$ cat src/rtl/load_store_unit.sv
// Byte-addressed load/store front end for a word-wide single-port data memory.
// Big-endian lanes; sub-word stores use read-modify-write.
module load_store_unit #(
  parameter int DATA_WIDTH = 32,
  parameter int ADDR_WIDTH = 11
) (
  input  logic                  clk,
  input  logic                  rst_n,
  input  logic                  req_valid,
  output logic                  req_ready,
  input  logic                  req_store,
  input  logic [1:0]            req_size,
  input  logic                  req_signed,
  input  logic [31:0]           req_addr,
  input  logic [DATA_WIDTH-1:0] req_wdata,
  output logic                  resp_valid,
  output logic [DATA_WIDTH-1:0] resp_rdata,
  output logic                  resp_err,
  output logic [ADDR_WIDTH-1:0] mem_addr,
  output logic [DATA_WIDTH-1:0] mem_din,
  output logic                  mem_wr_rd,
  input  logic [DATA_WIDTH-1:0] mem_dout
);

  localparam logic [2:0] S_IDLE     = 3'd0;
  localparam logic [2:0] S_RD_ISSUE = 3'd1;
  localparam logic [2:0] S_RD_DATA  = 3'd2;
  localparam logic [2:0] S_WRITE    = 3'd3;
  localparam logic [2:0] S_DONE     = 3'd4;

  logic [2:0]            state_q, state_d;
  logic [ADDR_WIDTH-1:0] mem_addr_q, mem_addr_d;
  logic [1:0]            off_q, off_d;
  logic [1:0]            size_q, size_d;
  logic                  store_q, store_d;
  logic                  signed_q, signed_d;
  logic [31:0]           wdata_q, wdata_d;
  logic [31:0]           mem_din_q, mem_din_d;
  logic [31:0]           rdata_q, rdata_d;
  logic                  err_q, err_d;

  logic        err_c;
  logic [4:0]  shamt;
  logic [31:0] mask;
  logic [31:0] lane;
  logic        sign_bit;
  logic [31:0] load_val;
  logic [31:0] merged;

  always_comb begin
    err_c = (req_size == 2'b11)
         || (req_size == 2'b01 && req_addr[0])
         || (req_size == 2'b10 && req_addr[1:0] != 2'b00)
         || ((req_addr >> (ADDR_WIDTH + 2)) != '0);
  end

  // Offset 0 is the most significant lane, so the shift counts down.
  always_comb begin
    shamt = '0;
    mask  = '1;
    unique case (size_q)
      2'b00: begin
        shamt = {~off_q, 3'b000};
        mask  = 32'h0000_00FF;
      end
      2'b01: begin
        shamt = {~off_q[1], 4'b0000};
        mask  = 32'h0000_FFFF;
      end
      default: ;
    endcase
    lane     = (mem_dout >> shamt) & mask;
    sign_bit = (size_q == 2'b00) ? lane[7] : lane[15];
    load_val = (signed_q && sign_bit) ? (lane | ~mask) : lane;
    merged   = (mem_dout & ~(mask << shamt))
             | ((wdata_q & mask) << shamt);
  end

  always_comb begin
    state_d    = state_q;
    mem_addr_d = mem_addr_q;
    off_d      = off_q;
    size_d     = size_q;
    store_d    = store_q;
    signed_d   = signed_q;
    wdata_d    = wdata_q;
    mem_din_d  = mem_din_q;
    rdata_d    = rdata_q;
    err_d      = err_q;
    unique case (state_q)
      S_IDLE: begin
        if (req_valid) begin
          mem_addr_d = req_addr[ADDR_WIDTH+1:2];
          off_d      = req_addr[1:0];
          size_d     = req_size;
          store_d    = req_store;
          signed_d   = req_signed;
          wdata_d    = req_wdata;
          rdata_d    = '0;
          err_d      = err_c;
          if (err_c) begin
            state_d = S_DONE;
          end else if (req_store && req_size == 2'b10) begin
            mem_din_d = req_wdata;
            state_d   = S_WRITE;
          end else begin
            state_d = S_RD_ISSUE;
          end
        end
      end
      S_RD_ISSUE: state_d = S_RD_DATA;
      S_RD_DATA: begin
        if (store_q) begin
          mem_din_d = merged;
          state_d   = S_WRITE;
        end else begin
          rdata_d = load_val;
          state_d = S_DONE;
        end
      end
      S_WRITE: state_d = S_DONE;
      S_DONE:  state_d = S_IDLE;
      default: state_d = S_IDLE;
    endcase
  end

  always_ff @(posedge clk or negedge rst_n) begin
    if (!rst_n) begin
      state_q    <= S_IDLE;
      mem_addr_q <= '0;
      off_q      <= '0;
      size_q     <= '0;
      store_q    <= 1'b0;
      signed_q   <= 1'b0;
      wdata_q    <= '0;
      mem_din_q  <= '0;
      rdata_q    <= '0;
      err_q      <= 1'b0;
    end else begin
      state_q    <= state_d;
      mem_addr_q <= mem_addr_d;
      off_q      <= off_d;
      size_q     <= size_d;
      store_q    <= store_d;
      signed_q   <= signed_d;
      wdata_q    <= wdata_d;
      mem_din_q  <= mem_din_d;
      rdata_q    <= rdata_d;
      err_q      <= err_d;
    end
  end

  // Write strobe decoded from state so a reset drops any pending write.
  assign mem_wr_rd  = (state_q == S_WRITE);
  assign resp_valid = (state_q == S_DONE);
  assign req_ready  = rst_n && (state_q == S_IDLE);
  assign mem_addr   = mem_addr_q;
  assign mem_din    = mem_din_q;
  assign resp_rdata = rdata_q;
  assign resp_err   = err_q;

endmodule

$ cat config.mk
export PLATFORM = sky130hd
export DESIGN_NAME = load_store_unit
export DESIGN_NICKNAME = d
export VERILOG_FILES = /design/src/rtl/load_store_unit.sv
export SDC_FILE = /design/constraint.sdc
export NUM_CORES = 1
export LEC_CHECK = 0
export CORE_MARGIN = 4
export CORE_UTILIZATION = 47
export CTS_CLUSTER_SIZE = 8
export DETAILED_ROUTE_END_ITERATION = 8
export HOLD_SLACK_MARGIN = 0.1
export PLACE_DENSITY = 0.81
export SLEW_MARGIN = 20
export SYNTH_ARGS = -nofsm -noshare
export SYNTH_HDL_FRONTEND = slang
export SYNTH_SLANG_ARGS = --single-unit
$ cat constraint.sdc
create_clock -name clk -period 2.5 [get_ports clk]
set_input_delay 0.25 -clock clk [delete_from_list [all_inputs] [get_ports clk]]
set_output_delay 0.25 -clock clk [all_outputs]
set_load 0.01 [all_outputs]
Word-level counts from Yosys, hierarchy flattened:

Index checks and enable logic that the tools add are counted.

* bits of input ports: 103
* output and inout port bits: 79
* bits in registers: 117
* logic and storage cells: 68

* reduce and logical (&&, ||, !) cells: 16
* equal/unequal tests: 13
* shift operators: 3
* mux-type cells: 17
* bitwise gates (word level): 9

Operator list (count)
* $mux W32: 7
* $pmux W32 S2: 3
* $and A32 B32 Y32: 3
* $not A32 Y32: 2
* $or A32 B32 Y32: 2
* $shl A32 B5 Y32: 2
* $reduce_bool A32 Y1: 1
* $shr A32 B5 Y32: 1
* $pmux W3 S4: 1
* $ne A2 B2 Y1 const B: 5
* $pmux W5 S2: 1
* $mux W3: 3
* $eq A3 B2 Y1 const B: 2
* $logic_and A1 B1 Y1: 5
* $reduce_and A5 Y1: 1
* $eq A2 B1 Y1 const B: 2
* $eq A2 B2 Y1 const B: 2
* $reduce_bool A2 Y1: 2
* $eq A3 B1 Y1 const B: 1
* $eq A3 B3 Y1 const B: 1
* $logic_not A3 Y1: 1
* $logic_or A1 B1 Y1: 3
* $reduce_and A3 Y1: 1
* $logic_not A2 Y1: 1
* other kinds (5): 5

Depth between registers and ports, before layout:

Gate-level depths: netlist (run 1).

* word-level depth: 9
* gate-level depth with buffers: 8
* mapped depth without buffers: 5

Least setup slack after synthesis (run 1):

No wires, ideal clock.

* path type: reg-to-reg
* start: register size_q[0]
* end: register rdata_q[21] (netlist: resp_rdata[21])
* clock period less this slack: 1.999 ns
* path buffers: 2
* cell stages (with the launch flop): 8
* required time: 2.374 ns
* slack: 0.501 ns
* setup time: 0.126 ns
* data arrival time: 1.873 ns
* path through: dfrtp_1 > buf_6 > or2_4 > mux2_4 > o221a_4 > o211a_4 > buf_6 > a221o_1

* word-level cells in the longest chain between the ends: 9
* elaborated cells between the ends (all ways): 13
* those cells by class: 1 x eq/ne; 1 x shift; 6 x mux; 3 x bitwise; 2 x reduce/logical

RTL lines
* from (decl): line 34 `logic [1:0] size_q, size_d;`
* from (signal assigned): line 143 `size_q <= size_d;`
* $eq A2 B1 Y1 or $logic_not A2 Y1 (tied branches): line 61, 73
* $pmux W5 S2: line 61 `unique case (size_q)`
* $shr A32 B5 Y32: line 72 `lane = (mem_dout >> shamt) & mask;`
* $and A32 B32 Y32: line 72
* $mux W1: line 73 `sign_bit = (size_q == 2'b00) ? lane[7] : lane[15];`
* $logic_and A1 B1 Y1: line 74 `load_val = (signed_q && sign_bit) ? (lane | ~mask) : lane;`
* $mux W32 *: line 74
* $mux W32 *: line 113 `if (store_q) begin`
* $pmux W32 S2 *: line 90 `unique case (state_q)`
* to (signal assigned): line 148 `rdata_q <= rdata_d;`
* to (decl): line 39 `logic [31:0] rdata_q, rdata_d;`

Mark *: on every way between the ends. The rest lies on a longest branch, timed or not. The select of a mux whose other input is x is not followed.
A chain may end at the register's enable or synchronous reset.

Worst setup path in the final report (run 1):

* start: register state_q[1]
* end: output resp_valid

* word-level cells in the longest chain between the ends: 1

RTL lines
* from (decl): line 31 `logic [2:0] state_q, state_d;`
* from (signal assigned): line 140 `state_q <= state_d;`
* $eq A3 B3 Y1: line 155 `assign resp_valid = (state_q == S_DONE);`
* to (decl): line 16 `output logic resp_valid,`

No other way between the ends.

==> metrics.md, run 1 <==
| Metric | Value |
|---|---|
| Status | `completed` |
| Crit path DAT | `approximately 1.9 ns` |
| Number of vias per cell after detailed routing | `5.92` |
| Leakage | `3.61 nW` |
| Largest cells by area after synthesis | `dfrtp_1 (50%), mux2_2 (17%), a21oi_1 (3.3%)` |
| Die height | `119 um` |
| Relative max-transition margin | `a little under three fifths` |
| Clock buffer count from CTS | `17` |
| Adder-cell share of the synthesized area | `0%` |
| Row cnt | `40` |
| GR Util All Layers | `roughly a quarter` |
| Synth Area in Compound Gates | `~14%` |
| HP Class | `in2reg` |
| RSZ-0062 raised after global routing | `false` |
| Number of buffers on the longest clock path | `2` |
| Slowest Stage Delay on Critical Path | `0.58 ns` |
| Sequential-to-total area share from yosys stat | `50.3%` |
| Crit end category | `output port` |
| Remaining routing DRC violations | `0` |
| Synthesized netlist cell count | `487` |
| Combined area of all synthesized cells | `5820 sq um` |
| Combinational family with the most area after synthesis | `multiplexers` |
| Worst hold margin | `roughly 0.45 ns` |
| Simple-Gate Fraction of Synth Area | `a little under a tenth` |
| Initial core utilization | `48.3%` |
| Worst clock skew on the final layout | `0.00575 ns` |
| Global-route wire length before repair | `29.3 mm` |
| Total nets after synthesis | `between 500 and 600` |
| Switching pwr | `between 2 and 2.5 mW` |
| Multiplexer share of the synthesized area | `22.7%` |
| Clock period minus final worst setup slack | `2.12 ns` |
| Detailed placement HPWL | `13.5 mm` |
| Count of antenna diodes in the layout | `0` |
| Sum Neg Setup Slack | `0 ns` |
| Xor and xnor area share after synthesis | `0%` |
| Metal1 wirelength | `about 7.3 mm` |
| Detail Route Antenna Nets | `0` |
| Placeable core region | `12100 sq um` |
| Final weighted congestion in routability-driven placement | `~0.86` |
| Post-synthesis sequential element count | `117` |
| Pin count of the biggest net entering global routing | `118` |
| Number of maximum-capacitance violations | `0` |
| Fraction of power spent switching nets | `28.1%` |
| Number of endpoints failing setup at the final stage | `0` |
| Mean Syn Cell Area | `12.0 sq um` |
| Max frequency | `472 MHz` |
| Power per cell area | `855 nW/um^2` |
| Met2 routed wirelength | `between 8 and 9 mm` |
| Worst-Skew Late Latency | `0.42 ns` |
| Type of origin of the critical path | `flip-flop` |
| Max-slew violations | `0` |
| Number of setup buffers added after CTS | `0` |
| Portion of synthesized cell area occupied by the leading cell type | `50.3%` |
| Library cell with the largest summed area after synthesis | `dfrtp_1` |
| Crit path max-delay family | `buffers and inverters` |
| Number of failing hold endpoints at the final stage | `0` |
| Routed Wire Length | `18.4 mm` |
| Number of sinks handled by clock tree synthesis | `117` |
| Total via count after detailed routing | `5044` |
| Iteration-0 DRC Markers | `708` |
| Library cell used as clock root buffer | `clkbuf_16` |
| Clock network fraction of total power | `a little over a third` |
| Internal Dissipation | `roughly 5.2 mW` |
| Met3 wire length | `1.56 mm` |
| Slowest cell on crit path | `clkdlybuf4s50_1` |
| Boundary Pins | `182` |
| Number of global-route vias before repair | `~5.3k` |
| Layout overhead on the synthesized area | `46.2%` |
| NumNets Final | `774` |
| Least-Margin Pin Slew | `approximately 0.65 ns` |
| Fraction of layout cells with a size suffix above 1 | `approximately a quarter` |
| Part of the total power dissipated in sequential elements | `between 30% and 40%` |
| Total die area | `14200 sq um` |
| Reg clk slew, reported paths | `0.05 ns` |
| CTS tree | `done` |
| Cell breakdown of the critical path | `buf_4, nor3b_1, clkdlybuf4s50_1` |
| Average wire per standard cell | `21.6 um` |
| Max rail drop VDD | `roughly 0.49 mV` |
| Total iterations of the first detailed-routing run | `9` |
| Global route overflow | `0` |
| Crit path kind | `reg2out` |
| CP Max Fanout | `8` |
| Port-buffer cells | `181` |
| H-Tree Depth | `4` |
| Yosys warning total | `0` |
| Number of antenna violations at the first check in global routing | `0` |
| Portion of the clock cycle consumed by the worst path in the final layout | `between 80% and 90%` |
| Worst setup slack for register-to-register paths | `0.38 ns` |
| Top Metal Used | `met4` |
| Number of distinct library cells after synthesis | `50` |
| WP data required | `between 2 and 2.5 ns` |
| Crit path buf inv count | `2` |
| X dimension of the die | `119 um` |
| Combinational share of power | `between 20 and 30%` |
cell families (layout without fill, tap and decap cells):
family,Yosys count,count (layout)
multiplexers,112,112
flip-flops,117,117
AO/OA/AOI/OAI,111,111
buffers and inverters,40,237
AND/OR/NAND/NOR,107,107
power by group through the flow:
stage	sequential, mW	combinational (mW)	clock (mW)
after floorplan	2.63	0.935	0
after global placement	2.59	1.98	0
after detailed placement	2.61	2.03	0
after CTS	2.59	2.06	2.64
after global routing	2.63	2.19	2.75
final	2.59	2.05	2.63
area by class of cell:
cell class	instances	area, sq um
fill	863	3550
multi-input combinational	330	2710
clock inverter	12	175
sequential	117	2930
clock buffer	20	467
inverter	2	7.51
timing repair buffer	203	2010
tap	168	210
cell usage after synthesis, drive strengths merged:
cell	n
inv	2
a31oi	1
buf	19
a21o	1
or2	2
nor3	5
or3b	1
mux4	7
nor2b	2
nor3b	3
a221o	16
a21oi	38
a22oi	1
nand3b	1
or3	1
o221ai	1
nand2	32
a32o	1
o21ai	11
a211o	1
o31ai	2
nand3	15
o21bai	1
a222oi	16
a22o	8
mux2i	16
nor4	5
a21boi	1
and4b	1
clkbuf	19
o21a	2
o211a	1
o221a	1
nand2b	2
nor2	30
mux2	89
dfrtp	117
o211ai	8
and2	4
nor4b	3
state kept, by name (all words and copies together) (netlist names):
signal      flops
mem_addr       11
store_q         1
wdata_q        32
off_q           2
signed_q        1
size_q          2
state_q         3
resp_err        1
resp_rdata     32
mem_din        32
stage by stage:
step | std cells | total power, mW | utilization (%) | area, sq um | setup WS (ns)
floorplan | 487 | 3.57 | - | 5820 | 0.501
global placement | 819 | 4.57 | 65.2 | 7860 | 0.390
detailed placement | 819 | 4.64 | 65.2 | 7860 | 0.347
CTS | 852 | 7.29 | 70.6 | 8510 | 0.387
global route | 852 | 7.58 | 70.6 | 8510 | 0.274
finish | 852 | 7.27 | 70.6 | 8510 | 0.381
final timing paths:
kind                                 from             end  depth (start not counted)
max                            state_q[1]      resp_valid                          3
min                           req_addr[7]     mem_addr[5]                          2
max reg2reg                     size_q[0]      mem_din[0]                          6
min reg2reg                resp_rdata[11]  resp_rdata[11]                          2
max in group asynchronous           rst_n      state_q[1]                          3
min in group asynchronous           rst_n     wdata_q[17]                          3
per-layer routing:
metal / GRT usage, % / vias to the layer above
li1: - / 2216
met1: 34.5 / 2493
met2: 41.4 / 287
met3: 7.22 / 48
met4: 10.3 / 0
met5: 0 / -
layout by cell type (no fill, tap or decap), types with 10 or more instances in the layout:
cell type,count
mux2_2,88
a222oi_1,16
nand3_1,15
mux2i_1,16
a21oi_1,38
nor2_1,30
a221o_1,16
dfrtp_1,117
clkbuf_16,17
clkdlybuf4s50_1,180
buf_4,19
o21ai_0,10
nand2_1,32
timing repair:
item	CTS	global route
hold buffers	1	0
gates resized for setup	0	0
endpoints found under the hold margin	117	0
setup endpoints to repair	0	0
Note: power is estimated with default switching activity, not from simulation.
==> run 2: changes to the inputs <==
==> constraint.sdc (replaced) <==
create_clock -name clk -period 2.2 [get_ports clk]
set_input_delay 0.22 -clock clk [delete_from_list [all_inputs] [get_ports clk]]
set_output_delay 0.22 -clock clk [all_outputs]
set_load 0.01 [all_outputs]
==> metrics.md, run 2 (synthesis results as in run 1) <==
| Metric | Value |
|---|---|
| H-Tree Depth | `4 (unchanged)` |
| Failing checks | `DRC` |
| Initial core utilization | `48.3% (unchanged)` |
| Number of antenna violations at the first check in global routing | `1 (+1)` |
| Global route overflow | `0 (unchanged)` |
| Number of vias per cell after detailed routing | `5.89 (-0.45%)` |
| X dimension of the die | `119 um (unchanged)` |
| Sum Neg Setup Slack | `0 ns (unchanged)` |
| Max-slew violations | `0 (unchanged)` |
| Number of setup buffers added after CTS | `0 (unchanged)` |
| Port-buffer cells | `181 (unchanged)` |
| Detailed placement HPWL | `13.2 mm (-2.2%)` |
| Die height | `119 um (unchanged)` |
| Routed Wire Length | `17.9 mm (-2.8%)` |
| Count of antenna diodes in the layout | `0 (unchanged)` |
| Worst setup timing slack at the placement stage | `0.0676 ns (-0.279 ns)` |
| Commonest non-fill, non-tap cell in the layout | `clkdlybuf4s50_1` |
| Worst Hold End | `off_q[1]` |
| NumNets Final | `776 (+0.26%)` |
| Max frequency | `473 MHz` |
| Number of stages on the worst hold path | `3 (+1)` |
| Global-route wire length before repair | `28.4 mm (-3.1%)` |
| Power per cell area | `953 nW/um^2 (+12%)` |
| Finished Core Util | `70.6% (about the same)` |
| Library cell used as clock root buffer | `clkbuf_16` |
| Cell breakdown of the critical path | `buf_4, nor3b_1, clkdlybuf4s50_1` |
| Slowest cell on crit path | `clkdlybuf4s50_1` |
| Number of failing hold endpoints at the final stage | `0 (unchanged)` |
| Placeable core region | `12100 sq um (unchanged)` |
| Number of cells traversed by the worst register-to-register path | `6 (unchanged)` |
| Combinational share of power | `28.9% (+0.7 points)` |
| Total power of the final layout | `8.11 mW (+12%)` |
| Final weighted congestion in routability-driven placement | `0.841 (-1.9%)` |
| Fraction of power spent switching nets | `29.2% (+1.0 points)` |
| RSZ-0062 raised after global routing | `false` |
| Average wire per standard cell | `20.9 um (-3.1%)` |
| Reg clk slew, reported paths | `0.06 ns (about the same)` |
| Pin count of the biggest net entering global routing | `118 (unchanged)` |
| Crit path DAT | `1.90 ns (+0.03 ns)` |
| Worst setup slack for register-to-register paths | `0.14 ns (-0.24 ns)` |
| Total iterations of the first detailed-routing run | `9 (unchanged)` |
| Highest-count cells in the layout ignoring fill and taps | `clkdlybuf4s50_1 (180), dfrtp_1 (117), mux2_2 (88)` |
| Number of buffers on the longest clock path | `2 (unchanged)` |
| Number of maximum-capacitance violations | `0 (unchanged)` |
| Clock period minus final worst setup slack | `roughly 2.1 ns` |
| Total via count after detailed routing | `5033 (-0.22%)` |
| Crit path kind | `reg2out` |
| Fraction of layout cells with a size suffix above 1 | `24.1% (+0.51 points)` |
| Worst clock skew on the final layout | `0.0104 ns (+0.00468 ns)` |
| Part of the total power dissipated in sequential elements | `36.4% (+0.7 points)` |
| Slowest Stage Delay on Critical Path | `0.59 ns (about the same)` |
| WP data required | `1.98 ns (-0.27 ns)` |
| Detail Route Antenna Nets | `0 (unchanged)` |
| Internal Dissipation | `5.75 mW (+9.9%)` |
| Crit end category | `output port` |
| CP Max Fanout | `8 (unchanged)` |
| Layout overhead on the synthesized area | `46.2% (about the same)` |
| Clock network fraction of total power | `34.7% (-1.4 points)` |
| Clock buffer count from CTS | `17 (unchanged)` |
| Boundary Pins | `182 (unchanged)` |
| HP Class | `in2reg` |
| Worst Setup Slack, final | `0.0838 ns (-0.297 ns)` |
| GR Util All Layers | `25.3% (-1.0 points)` |
| Total die area | `14200 sq um (unchanged)` |
| Reg-to-reg endpoint | `mem_din[9]` |
| Number of sinks handled by clock tree synthesis | `117 (unchanged)` |
| Number of endpoints failing setup at the final stage | `0 (unchanged)` |
| CTS tree | `done` |
| Status | `finished, violations left` |
| Number of global-route vias before repair | `5173 (-2.4%)` |
| Type of origin of the critical path | `flip-flop` |
| Reg2Reg Launch Point | `size_q[0]` |
| Relative max-transition margin | `57.1% (+0.44 points)` |
| Max rail drop VDD | `0.579 mV (+18%)` |
| Least-Margin Pin Slew | `0.640 ns (-0.00939 ns)` |
| HP Start | `req_addr[1]` |
| Remaining routing DRC violations | `3 (+3)` |
| Iteration-0 DRC Markers | `860 (+21%)` |
| Leakage | `3.60 nW (-0.31%)` |
| Row cnt | `40 (unchanged)` |
| Portion of the clock cycle consumed by the worst path in the final layout | `96.2%` |
| Switching pwr | `2.37 mW (+16%)` |
| Worst-Skew Late Latency | `0.42 ns (about the same)` |
[run 2: how the worst max path moves through the flow]
stage / startpoint / to / slack [ns] / depth (start not counted)
global placement: req_size[0] / mem_din[18] / 0.1 / 7
finish: state_q[1] / resp_valid / 0.08 / 3
floorplan: size_q[0] / resp_rdata[21] / 0.20 / 7
CTS: size_q[0] / mem_din[28] / 0.04 / 5
global route: size_q[0] / mem_din[9] / 0.008 / 6
detailed placement: size_q[0] / mem_din[28] / 0.07 / 5
[run 2: per-layer routing]
layer	wire [um]	vias up	share of wire (%)	global-route usage (%)
li1	-	2230	-	-
met1	7030	2461	39	33.0
met2	8820	303	49	40.1
met3	1570	37	8.8	6.65
met4	433	2	2.4	10.1
met5	13	-	0.073	0
[run 2: worst max-delay path: cells and delay by family (launching register included)]
family                 cells  cell delay, ns
DFF                        1            0.45
buffers and inverters      2            0.78
and+or+nand+nor            1            0.26
[run 2: timing repair]
| action | CTS | global route |
|---|---|---|
| gates resized for setup | 0 | 2 |
| endpoints found under the setup margin | 0 | 17 |
| hold buffers | 1 | 0 |
| endpoints found under the hold margin | 117 | 0 |
[run 2: metrics by stage]
step | std cells | hold WS, ns | cell area [sq um]
2_1_floorplan | 487 | -0.0756 | 5820
3_5_place_dp | 821 | 0.433 | 7890
5_1_grt | 854 | 0.430 | 8510
4_1_cts | 854 | 0.403 | 8500
6_report | 854 | 0.420 | 8510
3_3_place_gp | 821 | 0.426 | 7890
[run 2: power by group through the flow]
stage	Clock, mW	Combinational [mW]	Sequential [mW]
finish	2.82	2.34	2.95
detailed placement	0	2.32	2.97
CTS	2.86	2.35	2.94
global route	2.95	2.50	3.00
floorplan	0	1.06	2.99
global placement	0	2.27	2.94
[run 2: final cells by class]
| class | count | area [sq um] |
|---|---|---|
| sequential | 117 | 2930 |
| inverter | 2 | 7.51 |
| clock inverter | 15 | 181 |
| timing repair buffer | 205 | 2040 |
| fill | 867 | 3550 |
| multi-input combinational | 330 | 2720 |
| tap | 168 | 210 |
| clock buffer | 17 | 425 |
